**config.mk**
```make
export PLATFORM = sky130hd
export DESIGN_NAME = v2f_seq_divmod_flat
export DESIGN_NICKNAME = d
export VERILOG_FILES = /design/src/rtl/v2f_seq_divmod_if.sv /design/src/rtl/v2f_seq_divmod.sv /design/src/flat_wrapper.sv
export SDC_FILE = /design/constraint.sdc
export NUM_CORES = 1
export LEC_CHECK = 0
export CAP_MARGIN = 20
export CORE_MARGIN = 1.5
export CORE_UTILIZATION = 56
export CTS_BUF_LIST = sky130_fd_sc_hd__clkbuf_4
export DETAILED_ROUTE_END_ITERATION = 8
export GPL_TIMING_DRIVEN = 1
export HOLD_SLACK_MARGIN = 0.02
export PLACE_DENSITY = 0.87
export SYNTH_ARGS = -nofsm -noshare
export SYNTH_HDL_FRONTEND = slang
export SYNTH_SLANG_ARGS = --single-unit
```
**constraint.sdc**
```tcl
create_clock -name clk -period 4.2 [get_ports clk]
set_input_delay 1.26 -clock clk [delete_from_list [all_inputs] [get_ports clk]]
set_output_delay 1.26 -clock clk [all_outputs]
set_load 0.01 [all_outputs]
```
**src/rtl/v2f_seq_divmod_if.sv**
```systemverilog
// Operand/result handshake bundle for v2f_seq_divmod.
// The master issues operands and drains results; the slave is the divider.
interface v2f_seq_divmod_if #(
  parameter int unsigned WIDTH = 32
);
  logic             in_valid;
  logic             in_ready;
  logic [WIDTH-1:0] a;
  logic [WIDTH-1:0] b;
  logic             out_valid;
  logic             out_ready;
  logic [WIDTH-1:0] quotient;
  logic [WIDTH-1:0] remainder;
  logic             div_by_zero;

  modport master (
    output in_valid, a, b, out_ready,
    input  in_ready, out_valid, quotient, remainder, div_by_zero
  );

  modport slave (
    input  in_valid, a, b, out_ready,
    output in_ready, out_valid, quotient, remainder, div_by_zero
  );
endinterface

```
**src/rtl/v2f_seq_divmod.sv**
```systemverilog
// Multi-cycle restoring divider producing quotient and remainder, one quotient
// bit per cycle, with optional two's-complement mode and defined /0 and overflow results.
module v2f_seq_divmod #(
  parameter int unsigned WIDTH  = 32,
  parameter bit          SIGNED = 1'b0
) (
  input  logic           clk,
  input  logic           rst_n,
  v2f_seq_divmod_if.slave io_bus
);
  localparam int unsigned CW = (WIDTH > 2) ? $clog2(WIDTH) : 1;
  localparam logic [WIDTH-1:0] MIN_VAL = {1'b1, {(WIDTH-1){1'b0}}};

  typedef enum logic [1:0] {S_IDLE, S_CALC, S_DONE} state_t;

  state_t           r_state,     w_state_nxt;
  logic             r_in_ready,  w_in_ready_nxt;
  logic             r_out_valid, w_out_valid_nxt;
  logic [WIDTH-1:0] r_quo,       w_quo_nxt;
  logic [WIDTH-1:0] r_rem,       w_rem_nxt;
  logic             r_dbz,       w_dbz_nxt;
  logic [WIDTH-1:0] r_dvd,       w_dvd_nxt;
  logic [WIDTH-1:0] r_dvs,       w_dvs_nxt;
  logic [WIDTH-1:0] r_prem,      w_prem_nxt;
  logic [CW-1:0]    r_cnt,       w_cnt_nxt;
  logic             r_neg_q,     w_neg_q_nxt;
  logic             r_neg_r,     w_neg_r_nxt;

  // One restoring step: dividend register doubles as the quotient shift register.
  logic [WIDTH:0]   w_shift;
  logic [WIDTH:0]   w_diff;
  logic             w_qbit;
  logic [WIDTH-1:0] w_prem_step;
  logic [WIDTH-1:0] w_q_raw;
  logic             w_a_neg;
  logic             w_b_neg;
  logic [WIDTH-1:0] w_abs_a;
  logic [WIDTH-1:0] w_abs_b;

  assign w_shift     = {r_prem, r_dvd[WIDTH-1]};
  assign w_diff      = w_shift - {1'b0, r_dvs};
  assign w_qbit      = ~w_diff[WIDTH];
  assign w_prem_step = w_qbit ? w_diff[WIDTH-1:0] : w_shift[WIDTH-1:0];
  assign w_q_raw     = {r_dvd[WIDTH-2:0], w_qbit};

  assign w_a_neg = SIGNED && io_bus.a[WIDTH-1];
  assign w_b_neg = SIGNED && io_bus.b[WIDTH-1];
  assign w_abs_a = w_a_neg ? WIDTH'(-io_bus.a) : io_bus.a;
  assign w_abs_b = w_b_neg ? WIDTH'(-io_bus.b) : io_bus.b;

  always_comb begin
    w_state_nxt = r_state;
    w_quo_nxt   = r_quo;
    w_rem_nxt   = r_rem;
    w_dbz_nxt   = r_dbz;
    w_dvd_nxt   = r_dvd;
    w_dvs_nxt   = r_dvs;
    w_prem_nxt  = r_prem;
    w_cnt_nxt   = r_cnt;
    w_neg_q_nxt = r_neg_q;
    w_neg_r_nxt = r_neg_r;

    case (r_state)
      S_IDLE: begin
        if (io_bus.in_valid && r_in_ready) begin
          if (io_bus.b == '0) begin
            w_quo_nxt   = '1;
            w_rem_nxt   = io_bus.a;
            w_dbz_nxt   = 1'b1;
            w_state_nxt = S_DONE;
          end else if (SIGNED && (io_bus.a == MIN_VAL) && (io_bus.b == '1)) begin
            w_quo_nxt   = MIN_VAL;
            w_rem_nxt   = '0;
            w_dbz_nxt   = 1'b0;
            w_state_nxt = S_DONE;
          end else begin
            w_dvd_nxt   = w_abs_a;
            w_dvs_nxt   = w_abs_b;
            w_prem_nxt  = '0;
            w_cnt_nxt   = CW'(WIDTH - 1);
            w_neg_q_nxt = w_a_neg ^ w_b_neg;
            w_neg_r_nxt = w_a_neg;
            w_state_nxt = S_CALC;
          end
        end
      end
      S_CALC: begin
        w_dvd_nxt  = w_q_raw;
        w_prem_nxt = w_prem_step;
        w_cnt_nxt  = r_cnt - CW'(1);
        if (r_cnt == '0) begin
          w_quo_nxt   = r_neg_q ? WIDTH'(-w_q_raw) : w_q_raw;
          w_rem_nxt   = r_neg_r ? WIDTH'(-w_prem_step) : w_prem_step;
          w_dbz_nxt   = 1'b0;
          w_state_nxt = S_DONE;
        end
      end
      S_DONE: begin
        if (io_bus.out_ready) begin
          w_state_nxt = S_IDLE;
        end
      end
      default: w_state_nxt = S_IDLE;
    endcase

    w_in_ready_nxt  = (w_state_nxt == S_IDLE);
    w_out_valid_nxt = (w_state_nxt == S_DONE);
  end

  always_ff @(posedge clk) begin
    if (!rst_n) begin
      r_state     <= S_IDLE;
      r_in_ready  <= 1'b1;
      r_out_valid <= 1'b0;
      r_quo       <= '0;
      r_rem       <= '0;
      r_dbz       <= 1'b0;
      r_dvd       <= '0;
      r_dvs       <= '0;
      r_prem      <= '0;
      r_cnt       <= '0;
      r_neg_q     <= 1'b0;
      r_neg_r     <= 1'b0;
    end else begin
      r_state     <= w_state_nxt;
      r_in_ready  <= w_in_ready_nxt;
      r_out_valid <= w_out_valid_nxt;
      r_quo       <= w_quo_nxt;
      r_rem       <= w_rem_nxt;
      r_dbz       <= w_dbz_nxt;
      r_dvd       <= w_dvd_nxt;
      r_dvs       <= w_dvs_nxt;
      r_prem      <= w_prem_nxt;
      r_cnt       <= w_cnt_nxt;
      r_neg_q     <= w_neg_q_nxt;
      r_neg_r     <= w_neg_r_nxt;
    end
  end

  assign io_bus.in_ready    = r_in_ready;
  assign io_bus.out_valid   = r_out_valid;
  assign io_bus.quotient    = r_quo;
  assign io_bus.remainder   = r_rem;
  assign io_bus.div_by_zero = r_dbz;
endmodule
```
**src/flat_wrapper.sv**
```systemverilog
// flat-port wrapper written by rule: the top's interface ports become plain ports
module v2f_seq_divmod_flat 
#(
  parameter int unsigned WIDTH  = 32,
  parameter bit          SIGNED = 1'b0
)
  (clk, rst_n, io_bus_in_valid, io_bus_a, io_bus_b, io_bus_out_ready, io_bus_in_ready, io_bus_out_valid, io_bus_quotient, io_bus_remainder, io_bus_div_by_zero);
  v2f_seq_divmod_if #(.WIDTH(WIDTH)) io_bus_i ();
  input  logic clk;
  input  logic rst_n;
  input wire logic [$bits(io_bus_i.in_valid)-1:0] io_bus_in_valid;
  input wire logic [$bits(io_bus_i.a)-1:0] io_bus_a;
  input wire logic [$bits(io_bus_i.b)-1:0] io_bus_b;
  input wire logic [$bits(io_bus_i.out_ready)-1:0] io_bus_out_ready;
  output wire logic [$bits(io_bus_i.in_ready)-1:0] io_bus_in_ready;
  output wire logic [$bits(io_bus_i.out_valid)-1:0] io_bus_out_valid;
  output wire logic [$bits(io_bus_i.quotient)-1:0] io_bus_quotient;
  output wire logic [$bits(io_bus_i.remainder)-1:0] io_bus_remainder;
  output wire logic [$bits(io_bus_i.div_by_zero)-1:0] io_bus_div_by_zero;
  assign io_bus_i.in_valid = io_bus_in_valid;
  assign io_bus_i.a = io_bus_a;
  assign io_bus_i.b = io_bus_b;
  assign io_bus_i.out_ready = io_bus_out_ready;
  assign io_bus_in_ready = io_bus_i.in_ready;
  assign io_bus_out_valid = io_bus_i.out_valid;
  assign io_bus_quotient = io_bus_i.quotient;
  assign io_bus_remainder = io_bus_i.remainder;
  assign io_bus_div_by_zero = io_bus_i.div_by_zero;
  v2f_seq_divmod #(.WIDTH(WIDTH), .SIGNED(SIGNED)) u_core (.clk(clk), .rst_n(rst_n), .io_bus(io_bus_i));
endmodule
```
==> reports/qor.yml <==
routing:
  ant_nets: 0
  drt_wl_total_mm: 23.3
  vias_per_cell: 6.24
  route.detailed.drc: 0
  drtPass1Iterations: 6
  wl_per_cell_um: 17.9
  drtIter0Drc: 963
  dr_total_vias: 8100
worst_setup_path:
  critPathMaxFanout: 44
  worstPathArrival_ns: 3.96
  rr_startpoint: "u_core.r_dvd[31]"
  r2r-end: "u_core.io_bus.remainder[13]"
  cpMostUsedCell: "inv_1"
  r2r_slack_ns: 0.71
  crit_path_end_kind: "flip-flop"
  path_class: "flip-flop to flip-flop"
  worst_path_largest_cell_delay_ns: 0.44
  crit_required_ns: 4.66
  cp_slowest_cell: "fa_1"
  reg2reg_depth: 13
  worstPathCellList: "inv_1 -> ha_1 -> inv_1 -> fa_1 -> a211oi_2 -> o211ai_1 -> a211oi_1 -> o2111ai_1 -> and3_1 -> nor2_4 -> buf_12 -> mux2i_1 -> o221ai_1"
  start_kind: "flip-flop"
worst_hold_path:
  whs_endpoint: "u_core.io_bus.remainder[28]"
  min_path_cells: 2
  worstHoldStart: "u_core.io_bus.remainder[28]"
  worst_hold_path_type: "flip-flop to flip-flop"
synth:
  synth_area_leaders: "dfxtp_1, mux2i_1, ha_1, nor2b_1, o221a_2"
  synth_most_common_cell: "dfxtp_1"
  synth_edf_count: 0
  syn_area_per_cell_um2: 8.95
  ys_types: 67
  synth_top_area_cell: "dfxtp_1"
  yosysTopAreaCellShare_pct: 38.5
  syn_nets: 1088
  ys_ff_latch: 170
  synthTopCellsByCount: "dfxtp_1, nand2_1, o21ai_0"
  async_reset_ff_share_pct: 0
  synth_flop_cell: "dfxtp_1"
  ys_warn_count: 0
  synth_cells: 986
  syn-cell-area_mm2: 0.00883
  synth_seq_area_share_pct: 38.5
global_route:
  grt_max_degree: 118
  grt_pass1_vias: 7313
  grt_use_total_pct: 28.3
  grt_overflow: 0
  antenna_found_initial: 0
  grt_pass1_wl_mm: 37.4
cts:
  clk_pin_slew_ns: 0.16
  cts_max_path_buffers: 2
  cts-root-buf: "clkbuf_4"
  clk_latency_ns: 0.59
  hold_buffers: 0
  cts_setup_buffers: 0
  cts_tree: "built"
  cts_resized: 0
  cts.sinks: 170
  cts_buffers: 17
  htree_levels: 4
die:
  core_area_mm2: 0.0153
  die-area_mm2: 0.0165
  die_y_um: 129
  die_x_um: 129
  start_util_pct: 57.6
  row_count: 45
  io_pins: 135
finish:
  nFillCells: 1247
  drive_above_1_share_pct: 9.10
  syn_to_final_growth_pct: 20.0
  final_nets: 1177
  fin_area_mm2: 0.0106
  diodes: 0
  utilization_pct: 69.2
sta:
  worstMarginPinSlew_ns: 0.844
  fmax_mhz: 286
  rsz0062_at_grt: "false"
  relSlewSlack_pct: 43.3
  skew_ns: 0.0196
  finalHoldViolations: 0
  setup_viol: 0
  finalSetupTns_ns: 0
  post-route-period-util_pct: 83.2
  fin_crit_ns: 3.49
  finalMaxSlewViolations: 0
power:
  power-per-cell-area_mw_per_mm2: 512
  clkPwrFrac_pct: 18.3
  p_leak_nw: 3.93
  swShare_pct: 40.8
  p_sw_mw: 2.21
  vdd_ir_drop_max_mv: 0.260
  seq_power_share_pct: 36.8
  internal-power_mw: 3.21
  comb_power_share_pct: 44.9
run_status:
  status: "finished, final reports clean"
placed_design:
  place_congestion: 0.914
  dpl_cell_area_mm2: 0.0103
  port_buffers: 134
  dp_hpwl_mm: 17.1
job:
  maxCapViolations: 0
[final cells by class]
| cell class | instances | area, µm² | share of cell area [%] |
|---|---|---|---|
| multi-input cells | 692 | 4920 | 46.5 |
| flip-flops and latches | 170 | 3400 | 32.1 |
| repair buffers | 150 | 1530 | 14.5 |
| well taps | 211 | 264 | 2.49 |
| clock inverters | 15 | 173 | 1.63 |
| inverters | 44 | 165 | 1.56 |
| clock buffers | 17 | 128 | 1.21 |
[metal layers]
metal / wire length [µm] / track usage (%) / share of wire [%] / vias to the layer above
met2: 10300 / 43.5 / 44 / 396
li1: - / - / - / 3859
met3: 1950 / 4.62 / 8.4 / 39
met1: 10500 / 40.5 / 45 / 3806
met5: 0 / 0 / 0 / -
met4: 479 / 9.05 / 2.1 / 0
[cell usage in the layout, fill, tap and decap left out, drive strengths merged, types with 32 or more instances in the layout]
master         instances
a21oi                 43
nor3                  36
dfxtp                170
nor2b                 65
nand2                 73
inv                   53
o21ai                 73
clkdlybuf4s50        133
o221a                 32
ha                    33
mux2i                 52
[cell families after synthesis]
| logic type | count (synthesis) | share of synthesized area, % |
|---|---|---|
| xor+xnor | 31 | 3.08 |
| buf+inv | 124 | 6.05 |
| fa+ha+maj | 34 | 4.90 |
| mux | 53 | 6.02 |
| simple gates | 279 | 16.3 |
| flops | 170 | 38.5 |
| compound gates | 295 | 25.1 |
[sequential cells by signal, summed over array words and instances, names as in the netlist]
register	flops
u_core.io_bus.out_valid	1
u_core.r_state	2
u_core.io_bus.quotient	32
u_core.r_cnt	5
u_core.r_dvd	32
u_core.io_bus.in_ready	1
u_core.r_prem	32
u_core.r_dvs	32
u_core.io_bus.div_by_zero	1
u_core.io_bus.remainder	32
[power groups by stage]
stage	clock network (mW)	registers (mW)	logic, mW
3_3_place_gp	0	2.02	2.34
6_report	0.990	2.00	2.44
5_1_grt	1.06	2.02	2.65
2_1_floorplan	0	2.01	1.70
3_5_place_dp	0	2.02	2.39
4_1_cts	0.995	1.99	2.41
[worst max-delay path, delay by kind of cell, from the launching register on]
kind | cells | cell delay, ns
buf+inv | 3 | 0.40
compound gates | 5 | 1.18
flops | 1 | 0.35
fa+ha+maj | 2 | 0.60
mux | 1 | 0.37
simple gates | 2 | 0.48
[stage by stage]
stage | hold WS, ns | worst slack, ns | power, mW | instances
2_1_floorplan | 0.445 | 1.08 | 3.71 | 986
3_3_place_gp | 0.462 | 0.243 | 4.36 | 1267
3_5_place_dp | 0.466 | 0.205 | 4.42 | 1267
4_1_cts | 0.487 | 0.698 | 5.39 | 1299
5_1_grt | 0.513 | 0.453 | 5.73 | 1299
6_report | 0.489 | 0.706 | 5.42 | 1299
[how the worst max path moves through the flow]
stage	start	endpoint	slack, ns	cells after the start
final	u_core.r_dvd[31]	u_core.io_bus.remainder[13]	0.71	13
after global placement	io_bus_b[10]	u_core.r_dvs[7]	0.24	10
after floorplan	io_bus_b[6]	u_core.r_prem[12]	1.08	10
after global routing	u_core.r_dvd[31]	u_core.io_bus.remainder[3]	0.45	12
after detailed placement	io_bus_b[5]	u_core.r_dvs[21]	0.20	10
after CTS	u_core.r_dvd[31]	u_core.io_bus.remainder[3]	0.70	12
Power figures use the tool's default switching activity.
